[src/rtl/facelet_overlay_renderer_if.sv]
// Bus bundle for the facelet overlay renderer: facelet write channel,
// face status, and the pixel-in / pixel-out stream.
//
// Handshake: a write transfers on a rising clock edge where wr_valid and
// wr_ready are both high; wr_valid/wr_idx/wr_code must be stable while
// wr_valid is high and unaccepted. The pixel stream has no backpressure:
// every pix_valid cycle produces exactly one rgb_valid cycle two clocks later.
interface facelet_overlay_renderer_if;
  logic        wr_valid;
  logic [3:0]  wr_idx;
  logic [2:0]  wr_code;
  logic        wr_ready;
  logic        wr_err;
  logic        clear;
  logic        face_complete;
  logic        pix_valid;
  logic [9:0]  pix_x;
  logic [9:0]  pix_y;
  logic [29:0] bg_rgb;
  logic [29:0] rgb_out;
  logic        rgb_valid;
  logic        wr_state_dbg;   // 0 = FILLING, 1 = COMPLETE

  modport master (
    output wr_valid, wr_idx, wr_code, clear, pix_valid, pix_x, pix_y, bg_rgb,
    input  wr_ready, wr_err, face_complete, rgb_out, rgb_valid, wr_state_dbg
  );

  modport slave (
    input  wr_valid, wr_idx, wr_code, clear, pix_valid, pix_x, pix_y, bg_rgb,
    output wr_ready, wr_err, face_complete, rgb_out, rgb_valid, wr_state_dbg
  );
endinterface

[src/rtl/facelet_overlay_renderer.sv]
// Renders a 3x3 grid of classified sticker colour codes as a 30-bit RGB
// overlay on top of the camera image. Codes arrive over a valid/ready write
// channel; pixels flow through a fixed 2-stage pipeline.
module facelet_overlay_renderer #(
  parameter int unsigned GRID_X0 = 200,
  parameter int unsigned GRID_Y0 = 140,
  parameter int unsigned CELL    = 80,
  parameter int unsigned BORDER  = 4
) (
  input logic                 Clk,
  input logic                 Reset,
  facelet_overlay_renderer_if.slave bus
);

  // Grid geometry in 11 bits so GRID_X0 + 3*CELL cannot wrap.
  localparam logic [10:0] X_C0  = 11'(GRID_X0);
  localparam logic [10:0] X_C1  = 11'(GRID_X0 + CELL);
  localparam logic [10:0] X_C2  = 11'(GRID_X0 + 2 * CELL);
  localparam logic [10:0] X_C3  = 11'(GRID_X0 + 3 * CELL);
  localparam logic [10:0] Y_C0  = 11'(GRID_Y0);
  localparam logic [10:0] Y_C1  = 11'(GRID_Y0 + CELL);
  localparam logic [10:0] Y_C2  = 11'(GRID_Y0 + 2 * CELL);
  localparam logic [10:0] Y_C3  = 11'(GRID_Y0 + 3 * CELL);
  localparam logic [10:0] B_LO  = 11'(BORDER);
  localparam logic [10:0] B_HI  = 11'(CELL - BORDER);

  typedef enum logic {
    FILLING  = 1'b0,
    COMPLETE = 1'b1
  } wr_state_e;

  // Colour code to display colour.
  function automatic logic [29:0] palette(input logic [2:0] code);
    logic [29:0] rgb;
    case (code)
      3'd0:    rgb = 30'h10040100;
      3'd1:    rgb = 30'h3FF00000;
      3'd2:    rgb = 30'h000FFC00;
      3'd3:    rgb = 30'h000003FF;
      3'd4:    rgb = 30'h3FFFFC00;
      3'd5:    rgb = 30'h3FFFFFFF;
      3'd6:    rgb = 30'h3FFE9400;
      default: rgb = 30'h0;
    endcase
    return rgb;
  endfunction

  // ---------------------------------------------------------------------
  // Write side
  // ---------------------------------------------------------------------
  wr_state_e   state_q, state_d;
  logic [8:0]  mask_q, mask_d;
  logic [2:0]  code_q [9];
  logic        wr_err_q, wr_err_d;
  logic        wr_en;
  logic        xfer;
  logic        idx_ok;

  assign xfer   = bus.wr_valid && bus.wr_ready;
  assign idx_ok = (bus.wr_idx <= 4'd8);

  // Next-state: clear dominates any write; completion when the mask fills.
  always_comb begin
    state_d  = state_q;
    mask_d   = mask_q;
    wr_err_d = 1'b0;
    wr_en    = 1'b0;
    if (bus.clear) begin
      state_d = FILLING;
      mask_d  = '0;
    end else if (xfer) begin
      if (idx_ok) begin
        wr_en  = 1'b1;
        mask_d = mask_q | (9'b1 << bus.wr_idx);
        if (&mask_d) begin
          state_d = COMPLETE;
        end
      end else begin
        wr_err_d = 1'b1;
      end
    end
  end

  // State, mask and error-pulse registers.
  always_ff @(posedge Clk) begin
    if (Reset) begin
      state_q  <= FILLING;
      mask_q   <= '0;
      wr_err_q <= 1'b0;
    end else begin
      state_q  <= state_d;
      mask_q   <= mask_d;
      wr_err_q <= wr_err_d;
    end
  end

  // Facelet code storage; wiped by reset or clear.
  always_ff @(posedge Clk) begin
    if (Reset || bus.clear) begin
      for (int i = 0; i < 9; i++) begin
        code_q[i] <= '0;
      end
    end else if (wr_en) begin
      code_q[bus.wr_idx] <= bus.wr_code;
    end
  end

  assign bus.wr_ready      = (state_q == FILLING);
  assign bus.face_complete = (state_q == COMPLETE);
  assign bus.wr_err        = wr_err_q;
  assign bus.wr_state_dbg  = state_q;

  // ---------------------------------------------------------------------
  // Pixel pipeline, stage 1: locate the pixel within the grid
  // ---------------------------------------------------------------------
  logic [10:0] x11, y11;
  logic [10:0] ox, oy;
  logic [1:0]  col, row;
  logic        in_grid;
  logic        border;

  assign x11 = {1'b0, bus.pix_x};
  assign y11 = {1'b0, bus.pix_y};

  // Cell column/row and in-cell offsets via boundary compares (no divider).
  always_comb begin
    col = 2'd0;
    row = 2'd0;
    ox  = x11 - X_C0;
    oy  = y11 - Y_C0;
    if (x11 >= X_C2) begin
      col = 2'd2;
      ox  = x11 - X_C2;
    end else if (x11 >= X_C1) begin
      col = 2'd1;
      ox  = x11 - X_C1;
    end
    if (y11 >= Y_C2) begin
      row = 2'd2;
      oy  = y11 - Y_C2;
    end else if (y11 >= Y_C1) begin
      row = 2'd1;
      oy  = y11 - Y_C1;
    end
  end

  assign in_grid = (x11 >= X_C0) && (x11 < X_C3) && (y11 >= Y_C0) && (y11 < Y_C3);
  assign border  = (ox < B_LO) || (ox >= B_HI) || (oy < B_LO) || (oy >= B_HI);

  logic        s1_valid_q;
  logic        s1_in_grid_q;
  logic        s1_border_q;
  logic [1:0]  s1_col_q;
  logic [1:0]  s1_row_q;
  logic [29:0] s1_bg_q;

  // Stage 1 registers; payload only advances on a valid pixel.
  always_ff @(posedge Clk) begin
    if (Reset) begin
      s1_valid_q   <= 1'b0;
      s1_in_grid_q <= 1'b0;
      s1_border_q  <= 1'b0;
      s1_col_q     <= '0;
      s1_row_q     <= '0;
      s1_bg_q      <= '0;
    end else begin
      s1_valid_q <= bus.pix_valid;
      if (bus.pix_valid) begin
        s1_in_grid_q <= in_grid;
        s1_border_q  <= border;
        s1_col_q     <= col;
        s1_row_q     <= row;
        s1_bg_q      <= bus.bg_rgb;
      end
    end
  end

  // ---------------------------------------------------------------------
  // Pixel pipeline, stage 2: choose background, border or facelet colour
  // ---------------------------------------------------------------------
  logic [3:0]  s2_idx;
  logic [29:0] s2_rgb;

  assign s2_idx = ({2'b00, s1_row_q} * 4'd3) + {2'b00, s1_col_q};

  // Codes are read here so a write landing on the same edge a pixel is
  // sampled is already visible to that pixel.
  always_comb begin
    s2_rgb = s1_bg_q;
    if (s1_in_grid_q) begin
      if (s1_border_q) begin
        s2_rgb = 30'h0;
      end else begin
        s2_rgb = palette(code_q[s2_idx]);
      end
    end
  end

  logic        rgb_valid_q;
  logic [29:0] rgb_q;

  // Output registers; rgb_out holds between valid pixels.
  always_ff @(posedge Clk) begin
    if (Reset) begin
      rgb_valid_q <= 1'b0;
      rgb_q       <= '0;
    end else begin
      rgb_valid_q <= s1_valid_q;
      if (s1_valid_q) begin
        rgb_q <= s2_rgb;
      end
    end
  end

  assign bus.rgb_out   = rgb_q;
  assign bus.rgb_valid = rgb_valid_q;

endmodule

[src/flat_wrapper.sv]
// flat-port wrapper written by rule: the top's interface ports become plain ports
module facelet_overlay_renderer_flat 
#(
  parameter int unsigned GRID_X0 = 200,
  parameter int unsigned GRID_Y0 = 140,
  parameter int unsigned CELL    = 80,
  parameter int unsigned BORDER  = 4
)
  (Clk, Reset, bus_wr_valid, bus_wr_idx, bus_wr_code, bus_clear, bus_pix_valid, bus_pix_x, bus_pix_y, bus_bg_rgb, bus_wr_ready, bus_wr_err, bus_face_complete, bus_rgb_out, bus_rgb_valid, bus_wr_state_dbg);
  facelet_overlay_renderer_if bus_i ();
  input logic Clk;
  input logic Reset;
  input wire logic [$bits(bus_i.wr_valid)-1:0] bus_wr_valid;
  input wire logic [$bits(bus_i.wr_idx)-1:0] bus_wr_idx;
  input wire logic [$bits(bus_i.wr_code)-1:0] bus_wr_code;
  input wire logic [$bits(bus_i.clear)-1:0] bus_clear;
  input wire logic [$bits(bus_i.pix_valid)-1:0] bus_pix_valid;
  input wire logic [$bits(bus_i.pix_x)-1:0] bus_pix_x;
  input wire logic [$bits(bus_i.pix_y)-1:0] bus_pix_y;
  input wire logic [$bits(bus_i.bg_rgb)-1:0] bus_bg_rgb;
  output wire logic [$bits(bus_i.wr_ready)-1:0] bus_wr_ready;
  output wire logic [$bits(bus_i.wr_err)-1:0] bus_wr_err;
  output wire logic [$bits(bus_i.face_complete)-1:0] bus_face_complete;
  output wire logic [$bits(bus_i.rgb_out)-1:0] bus_rgb_out;
  output wire logic [$bits(bus_i.rgb_valid)-1:0] bus_rgb_valid;
  output wire logic [$bits(bus_i.wr_state_dbg)-1:0] bus_wr_state_dbg;
  assign bus_i.wr_valid = bus_wr_valid;
  assign bus_i.wr_idx = bus_wr_idx;
  assign bus_i.wr_code = bus_wr_code;
  assign bus_i.clear = bus_clear;
  assign bus_i.pix_valid = bus_pix_valid;
  assign bus_i.pix_x = bus_pix_x;
  assign bus_i.pix_y = bus_pix_y;
  assign bus_i.bg_rgb = bus_bg_rgb;
  assign bus_wr_ready = bus_i.wr_ready;
  assign bus_wr_err = bus_i.wr_err;
  assign bus_face_complete = bus_i.face_complete;
  assign bus_rgb_out = bus_i.rgb_out;
  assign bus_rgb_valid = bus_i.rgb_valid;
  assign bus_wr_state_dbg = bus_i.wr_state_dbg;
  facelet_overlay_renderer #(.GRID_X0(GRID_X0), .GRID_Y0(GRID_Y0), .CELL(CELL), .BORDER(BORDER)) u_core (.Clk(Clk), .Reset(Reset), .bus(bus_i));
endmodule
[config.mk]
export PLATFORM = sky130hd
export DESIGN_NAME = facelet_overlay_renderer_flat
export DESIGN_NICKNAME = d
export VERILOG_FILES = /design/src/rtl/facelet_overlay_renderer_if.sv /design/src/rtl/facelet_overlay_renderer.sv /design/src/flat_wrapper.sv
export SDC_FILE = /design/constraint.sdc
export NUM_CORES = 1
export LEC_CHECK = 0
export CORE_ASPECT_RATIO = 1.75
export CORE_UTILIZATION = 40
export DETAILED_ROUTE_END_ITERATION = 8
export HOLD_SLACK_MARGIN = 0.08
export PLACE_DENSITY_LB_ADDON = 0.25
export SYNTH_ARGS = -nofsm -noshare
export SYNTH_HDL_FRONTEND = slang
export SYNTH_SLANG_ARGS = --single-unit
[constraint.sdc]
create_clock -name Clk -period 7.4 [get_ports Clk]
set_clock_uncertainty 0.05 [all_clocks]
set_input_delay 1.48 -clock Clk [delete_from_list [all_inputs] [get_ports Clk]]
set_output_delay 1.48 -clock Clk [all_outputs]
set_load 0.005 [all_outputs]
After elaboration in Yosys (flattened, before gate mapping)
Memories as Yosys holds them, arrays and structs flattened.
Cells that the tools add are included.
Widths: inputs -> output; s select.
{ "word_totals": {"wordCells": 80, "regBits": 79, "mem_count": 1, "output_inout_bits": 35, "inputBits": 62, "ram_bits": 27} }
{ "op_classes": {"n_lt_le_gt_ge": 13, "addsub": 7, "reduce_logical": 14, "shifts": 1, "n_mux": 23, "n_eq_ne": 6, "n_bitwise": 3, "n_mul": 1} }
{ "mem_list": {"columns": ["name", "depth", "word_bits", "rd", "rd_ports_with_merged_regs", "wr", "line_no", "rtl"], "rows": [
  ["u_core.code_q", 9, 3, 1, 0, 9, "facelet_overlay_renderer.sv:53", "logic [2:0] code_q [9];"]
]} }
{ "op_table": {"columns": ["cell", "count"], "rows": [
  ["$pmux 30 s7", 1],
  ["$mux 30", 2],
  ["$mux 11", 4],
  ["$sub 10x8->11 const B", 3],
  ["$sub 10x9->11 const B", 3],
  ["$ge 10x8->1 const B", 3],
  ["$ge 10x9->1 const B", 3],
  ["$ge 11x7->1 const B", 2],
  ["$lt 11x3->1 const B", 2],
  ["$lt 10x9->1 const B", 2],
  ["$mux 1", 12],
  ["$reduce_and 11->1", 1],
  ["$eq 3x3->1 const B", 3],
  ["$or 9x9->9", 1],
  ["$shl 1x4->9 const A", 1],
  ["$eq 3x2->1 const B", 2],
  ["$reduce_or 3->1", 2],
  ["$add 4x2->4", 1],
  ["$le 4x4->1 const B", 1],
  ["$logic_and 1x1->1", 4],
  ["$logic_or 1x1->1", 4],
  ["$mul 2x2->4 const B", 1],
  ["$mux 2", 2],
  ["$mux 4", 1],
  ["other kinds (6)", 7]
]} }

Depth between registers and ports, before layout
Gate-level depths: netlist (run 1).
{ "depth": {"depth_word": 9, "ltp_mapped": 12, "depth_no_buf": 11} }

Worst setup path before layout (run 1)
No wires, ideal clock.
{ "synth_path": {"path_kind": "in2reg", "start": "in bus_pix_x[4]", "end": "reg u_core.s1_border_q", "arrival_ns": 3.251, "stages": 9, "setup_slack_ns": 3.962, "setup_ns": 0.137, "n_path_buf": 0, "required_ns": 7.213, "path_cell_list": "inv_1 > ha_1 > or4b_2 > a311oi_1 > nand2_1 > nand3_1 > xnor2_1 > mux2i_1 > a41oi_1"} }
{ "synth_between": {"elab_chain_len": 7, "elab_cells_between_ends": 12, "cone_classes": "add/sub (3); order compare (4); mux (2); reduce/logical (3)"} }
{ "synth_rtl": {"columns": ["element", "line_no", "rtl"], "rows": [
  ["start, declared", "flat_wrapper.sv:18", "input wire logic [$bits(bus_i.pix_x)-1:0] bus_pix_x;"],
  ["$sub 10x8->11, or another cell as far along", "facelet_overlay_renderer.sv:129", "ox = x11 - X_C0;"],
  ["$mux 11", "facelet_overlay_renderer.sv:134", "end else if (x11 >= X_C1) begin"],
  ["$mux 11 *", "facelet_overlay_renderer.sv:131", "if (x11 >= X_C2) begin"],
  ["$lt 11x3->1 or $ge 11x7->1 (tied branches)", "facelet_overlay_renderer.sv:148", "assign border = (ox < B_LO) || (ox >= B_HI) || (oy < B_LO) || (oy >= B_HI);"],
  ["$logic_or 1x1->1 * (3 in series)", "facelet_overlay_renderer.sv:148", null],
  ["end signal, assigned", "facelet_overlay_renderer.sv:170", "s1_border_q <= border;"],
  ["end, declared", "facelet_overlay_renderer.sv:152", "logic s1_border_q;"]
]} }
Every way passes the cells marked *; elsewhere a longest branch is shown, timed or not.
A chain may end at the register's enable or synchronous reset.

Worst setup path in the final report (run 1)
{ "layout_path": {"start": "in bus_pix_y[2]", "end": "reg u_core.s1_border_q"} }
{ "layout_between": {"elab_chain_len": 6, "elab_cells_between_ends": 11, "cone_classes": "add/sub (3); order compare (4); mux (2); reduce/logical (2)"} }
{ "layout_rtl": {"columns": ["element", "line_no", "rtl"], "rows": [
  ["start, declared", "flat_wrapper.sv:19", "input wire logic [$bits(bus_i.pix_y)-1:0] bus_pix_y;"],
  ["$sub 10x8->11, or another cell as far along", "facelet_overlay_renderer.sv:130", "oy = y11 - Y_C0;"],
  ["$mux 11", "facelet_overlay_renderer.sv:141", "end else if (y11 >= Y_C1) begin"],
  ["$mux 11 *", "facelet_overlay_renderer.sv:138", "if (y11 >= Y_C2) begin"],
  ["$lt 11x3->1", "facelet_overlay_renderer.sv:148", null],
  ["$logic_or 1x1->1", "facelet_overlay_renderer.sv:148", null],
  ["$logic_or 1x1->1 *", "facelet_overlay_renderer.sv:148", null]
]} }
Marks and branches as above.

==> results of run 1 <==
-- worst max-delay path, stage by stage --
cell	delay, ns
clkdlybuf4s50_1	0.59
ha_1	0.37
nor3b_1	0.43
and4bb_1	0.38
o211ai_1	0.15
a311oi_1	0.38
xor2_1	0.22
nand4_1	0.12
a41oi_1	0.16
-- where the power goes --
group | switching (µW) | internal, µW | leakage, µW
Clock | 306 | 547 | 0.000305
Sequential | 17.0 | 765 | 0.00116
Combinational | 121 | 120 | 0.00164
Total | 444 | 1430 | 0.00310
-- final timing paths --
| kind | endpoint | cells past startpoint | slack (ns) |
|---|---|---|---|
| worst max register to register | u_core.bus.rgb_out[26] | 11 | 3.72 |
| worst min-delay path | u_core.mask_q[0] | 1 | 0.41 |
| worst max-delay path | u_core.s1_border_q | 9 | 3.41 |
| worst min register to register | u_core.mask_q[0] | 1 | 0.41 |
-- state kept, by name (all words and copies together) (netlist names) --
name	flops
u_core.s1_row_q	2
u_core.s1_col_q	2
u_core.bus.rgb_out	30
u_core.s1_bg_q	30
u_core.s1_border_q	1
u_core.s1_valid_q	1
u_core.s1_in_grid_q	1
u_core.code_q	48
u_core.mask_q	9
u_core.bus.face_complete	1
u_core.bus.wr_err	1
u_core.bus.rgb_valid	1
-- cells by family after synthesis --
logic type | after synthesis
XOR/XNOR | 5
other | 1
buffers and inverters | 55
flip-flops | 127
adder cells (fa/ha/maj) | 9
AO/OA/AOI/OAI | 125
multiplexers | 50
AND/OR/NAND/NOR | 229
-- cells in the mapped netlist, types with 12 or more instances --
cell      instances  share of area (%)
a211oi_1         13                1.6
a21oi_1          19                1.6
edfxtp_1         48                 24
clkbuf_1         34                2.1
mux4_2           15                5.5
nand2b_1         12                1.2
mux2i_1          34                5.6
dfxtp_1          79                 26
o21ai_0          22                1.8
nand2_1          33                2.0
and2_1           26                2.7
a21o_1           15                1.8
nor3_1           19                1.6
nor2_1           94                5.8
inv_1            14               0.86
-- per-layer routing --
layer / global-route usage (%) / wire length (µm)
met4: 7.85 / 335
met1: 18.7 / 5350
met5: 0 / 0
met3: 4.50 / 589
met2: 36.5 / 7970
-- metrics by stage --
step                      area, µm²  util [%]  instances  setup slack [ns]  hold slack [ns]
after floorplan                6200         -        621              3.96            0.370
after detailed placement       7240      48.6        864              3.04            0.393
after global routing           7860      52.7        896              3.11            0.415
final                          7860      52.7        896              3.41            0.406
after global placement         7240      48.6        864              3.13            0.393
after CTS                      7860      52.7        896              3.45            0.407
-- area by class of cell --
type                       instances  area, µm²
inverter                          15       56.3
sequential                       127       3020
clock inverter                    11        125
tap                              183        229
multi-input combinational        439       2960
clock buffer                      21        493
fill                            1367       7050
timing repair buffer             100        981
==> key figures, run 1 <==
Outcome
  – Status: complete, no violations

Timing
  – Max-Slew Margin vs Limit: a little under a third
  – Tmin final: about 4 ns
  – Slew Limit Fails: 0
  – RSZ-0062 raised after global routing: no
  – Least-Margin Pin Slew: 1.04 ns
  – Fmax: between 200 and 300 MHz
  – Final period utilization: roughly 54%
  – Setup TNS: 0 ns
  – Endpoints failing setup: 0
  – Hold Fails Final Rpt: 0

Cells and area
  – Fin nets: 771
  – ANT cells: 0
  – Most frequent cells in the layout: nor2_1 (94), clkdlybuf4s50_1 (94), dfxtp_1 (79)
  – Share of layout cells above drive strength 1: under 10%
  – Area delta synth->final: 28.4%

Power and ir drop
  – Total power: between 1500 and 2000 µW
  – Power per Cell Area: around 240 mW/mm²
  – IR drop worst, VDD: between 0.0001 and 0.00015 V
  – P_leak: roughly 0.0031 µW

Die
  – Die W: about 96 µm
  – Initial Utilization: approximately two fifths
  – Num rows: about 60
  – Die Span Y: roughly 170 µm
  – Die area: between 0.015 and 0.02 mm²
  – IO Pins: 97
  – Core area: ~0.015 mm²

Route
  – Vias per std cell: about 5.3
  – DRT iter0 DRCs: approximately 170
  – Drt drc: 0
  – Total routed wirelength: about 14000 µm
  – Routed length per instance: between 15 and 20 µm
  – Drt pass-1 iters: 4
  – Via count: ~4800
  – Post-route ant nets: 0

Hold path
  – Hold Path Class: reg -> reg
  – Min-delay src: u_core.mask_q[0]

Synthesis
  – Synth Register Bits: approximately 130
  – Mapped Area: approximately 0.0061 mm²
  – Synth Area in XOR/XNOR: 0.715%
  – Synth Area in Compound Gates: 14.7%
  – Fraction of registers with async set/reset: 0%
  – Mean post-synth cell area: 10.2 µm²
  – Predominant post-synthesis flop cell: dfxtp_1
  – Synthesized-area fraction occupied by adder cells: roughly 2.1%
  – Syn Inst Count: 601
  – Simple-Gate Fraction of Synth Area: a little under a fifth
  – Largest family of logic cells by synthesized area: simple AND/OR/NAND/NOR gates
  – YS warnings: 0
  – Mux cell area share after synthesis: a little under an eighth
  – Register area share after synthesis: just under 50%
  – Yosys cell types: slightly below 70
  – Post-synth EDFFs: 48

Worst setup path
  – Crit start category: input pin
  – Crit-path max FO: 9
  – Crit Path Category: in -> reg
  – R2r startpoint: u_core.s1_row_q[1]
  – Arrival time at the worst endpoint: roughly 4.3 ns
  – Worst path required time: between 7 and 8 ns
  – Critical path origin: bus_pix_y[2]
  – CP Capture Type: register

Global route
  – Antenna violations before repair: 0
  – Largest net degree at the start of global routing: 70
  – GRT Overall Usage: around a fifth
  – Vias in the first global route: approximately 5000
  – GRT Residual Overflow: 0
  – First-pass GRT wire length: ~23000 µm

Clock tree
  – CTS tree: done
  – Setup bufs post-CTS: 0
  – CTS Sinks: roughly 130
  – Reg clk slew, reported paths: roughly 0.060 ns
  – Max Root-Sink Buffers: 2
  – Post-CTS Hold Fix Bufs: 0
  – Clock Latency Late Sink: slightly above 0.4 ns
  – Root Buffer: clkbuf_16
  – Cts bufs inserted: 17
  – Level count of the clock H-tree: 4
  – CTS resizes: 0

Placement
  – DPL Wire Length: 10200 µm
  – # port buffers: 96
  – Routability-driven placement congestion ratio: ~0.88

Run
  – Max-cap viol count: 0
Note: power is estimated with default switching activity, not from simulation.
==> run 2, diff against run 1 <==
==> constraint.sdc (replaced) <==
create_clock -name Clk -period 3.4 [get_ports Clk]
set_clock_uncertainty 0.05 [all_clocks]
set_input_delay 0.68 -clock Clk [delete_from_list [all_inputs] [get_ports Clk]]
set_output_delay 0.68 -clock Clk [all_outputs]
set_load 0.005 [all_outputs]
==> key figures, run 2 (synthesis gave the netlist of run 1 again) <==
Cells and area
  – Final core area utilization: 54.0% (+1.3 points)
  – Fill cells: 1339 (-2.0%)
  – Share of layout cells above drive strength 1: 14.1% (+4.3 points)
  – Area delta synth->final: 31.5%
  – Register area: 0.00302 mm² (about the same)
  – Fin area: 0.00805 mm² (+2.4%)
  – Fin nets: 794 (+3.0%)
  – ANT cells: 0 (unchanged)
  – Largest reg by FF count: u_core.code_q
  – Number of flip-flops in the largest register: 48 (unchanged)
  – Most frequent cells in the layout: nor2_1 (94), clkdlybuf4s50_1 (94), dfxtp_1 (78)
  – Multi-input combinational cell area: 0.00302 mm² (+2.2%)

Timing
  – Final period utilization: ~99%
  – Setup TNS: 0 ns (unchanged)
  – Least-Margin Pin Slew: 0.729 ns (-0.311 ns)
  – RSZ-0062 raised after global routing: yes
  – Slew Limit Fails: 0 (unchanged)
  – Fmax: between 200 and 300 MHz
  – Tmin final: 3.35 ns
  – Max-Slew Margin vs Limit: 51.4% (+21 points)
  – Hold Fails Final Rpt: 0 (unchanged)
  – Endpoints failing setup: 0 (unchanged)
  – Hold WS: 0.401 ns (-0.00536 ns)

Worst setup path
  – Crit path top cell by count: inv_2
  – Worst path required time: 3.61 ns (-4.08 ns)
  – Delay-heaviest family, CP: adder cells
  – Crit-path max FO: 5 (-4)
  – Crit start category: register
  – CP peak stage delay: 0.64 ns (+0.05 ns)
  – Critical-path top delay cell: mux4_2
  – Crit Path Category: reg -> reg
  – Arrival time at the worst endpoint: 3.56 ns (-0.72 ns)
  – Cell Chain, Critical Path: inv_2, fa_1, inv_2, ha_4, fa_2, mux4_2, xor2_4, a31oi_2, a21boi_1, nor3_1
  – WP buf/inv: 2 (+1)
  – CP Capture Type: register

Die
  – Core area: 0.0149 mm² (unchanged)
  – Die area: 0.0158 mm² (unchanged)
  – Die W: 95.5 µm (unchanged)
  – Die Span Y: 166 µm (unchanged)
  – Initial Utilization: 41.1% (unchanged)
  – IO Pins: 97 (unchanged)
  – Num rows: 59 (unchanged)

Clock tree
  – Reg clk slew, reported paths: 0.06 ns (about the same)
  – CTS Sinks: 127 (unchanged)
  – Clock Latency Late Sink: 0.41 ns (about the same)
  – Cts bufs inserted: 17 (unchanged)
  – Post-CTS Hold Fix Bufs: 0 (unchanged)
  – CTS tree: done
  – Root Buffer: clkbuf_16
  – Max Root-Sink Buffers: 2 (unchanged)
  – Level count of the clock H-tree: 4 (unchanged)

Global route
  – Antenna violations before repair: 0 (unchanged)
  – Met1 Use GR: 20.8% (+2.1 points)
  – Grt met3 use: 3.21% (-1.3 points)
  – Met2 Use GR: 34.0% (-2.5 points)
  – GRT Overall Usage: 18.8% (-0.28 points)
  – First-pass GRT wire length: 23300 µm (+0.90%)
  – Layer with the highest usage: met2
  – Vias in the first global route: 4867 (-0.12%)
  – Largest net degree at the start of global routing: 69 (-1.4%)
  – GRT Residual Overflow: 0 (unchanged)

Placement
  – # port buffers: 96 (unchanged)
  – DPL Wire Length: 10200 µm (+0.39%)
  – Routability-driven placement congestion ratio: 0.879 (-0.32%)
  – Placed cell area: 0.00739 mm² (+2.1%)

Route
  – Routed length per instance: 15.5 µm (-2.8%)
  – Post-route ant nets: 0 (unchanged)
  – Drt drc: 0 (unchanged)
  – Via count: 4870 (+1.8%)
  – Total routed wirelength: 14200 µm (-0.26%)
  – Drt pass-1 iters: 7 (+3)
  – DRT iter0 DRCs: 132 (-24%)
  – Vias per std cell: 5.30 (-0.73%)

Power and ir drop
  – Sw Ratio: 23.8% (+0.17 points)
  – IR drop worst, VDD: 0.000293 V (+130%)
  – P_leak: 0.00319 µW (+2.8%)
  – Logic gate share of total power: 14.2% (+1.4 points)
  – P_sw: 947 µW (+110%)
  – Power per Cell Area: 493 mW/mm² (+110%)
  – P_int: 3030 µW (+110%)
  – Seq pwr share: 43.0% (+1.3 points)
  – Clk pwr share: 42.8% (-2.7 points)

Run
  – Max-cap viol count: 0 (unchanged)

Outcome
  – Status: complete, no violations

Hold path
  – Hold Path Class: reg -> reg
run 2: worst paths after layout:
check	from	endpoint	cells past startpoint	slack, ns
hold / removal	u_core.mask_q[0]	u_core.mask_q[0]	1	0.40
setup / recovery	u_core.s1_row_q[0]	u_core.bus.rgb_out[3]	10	0.05
setup reg to reg	u_core.s1_row_q[0]	u_core.bus.rgb_out[3]	10	0.05
hold reg to reg	u_core.mask_q[0]	u_core.mask_q[0]	1	0.40
run 2: cell type report:
| class | instances | area share (%) |
|---|---|---|
| Sequential cell | 127 | 37.6 |
| Tap cell | 183 | 2.84 |
| Inverter | 15 | 0.699 |
| Timing Repair Buffer | 122 | 14.2 |
| Clock inverter | 9 | 0.668 |
| Clock buffer | 23 | 6.46 |
| Multi-Input combinational cell | 440 | 37.5 |
run 2: worst reg2reg max path, stage by stage, from the launching register on:
cell	delay [ns]
dfxtp_2	0.33
inv_2	0.04
fa_1	0.54
inv_2	0.05
ha_4	0.15
fa_2	0.59
mux4_2	0.64
xor2_4	0.24
a31oi_2	0.31
a21boi_1	0.20
nor3_1	0.06
run 2: routing by layer:
layer | share of wire [%] | vias up
li1 | - | 2401
met1 | 39 | 2313
met2 | 55 | 132
met3 | 3.6 | 24
met4 | 2.2 | 0
met5 | 0 | -
run 2: power by group through the flow:
stage                     Sequential [µW]  Clock, µW  Combinational, µW
after global placement               1740          0                523
after CTS                            1710       1730                540
final                                1710       1700                564
after floorplan                      1730          0                326
after global routing                 1720       1790                620
after detailed placement             1740          0                537
run 2: per-stage QoR:
step | std cells | power, µW | setup WS (ns)
after floorplan | 621 | 2050 | 0.0642
after global placement | 884 | 2260 | 0.00707
after detailed placement | 884 | 2280 | -0.128
after CTS | 916 | 3980 | 0.00951
after global routing | 919 | 4130 | -0.0359
final | 919 | 3970 | 0.0502
run 2: what timing repair did:
| item | CTS | global route |
|---|---|---|
| setup endpoints to repair | 15 | 16 |
| cloned | 0 | 1 |
| setup buffers | 0 | 2 |
| pin swaps | 1 | 3 |
| gates resized for setup | 1 | 12 |
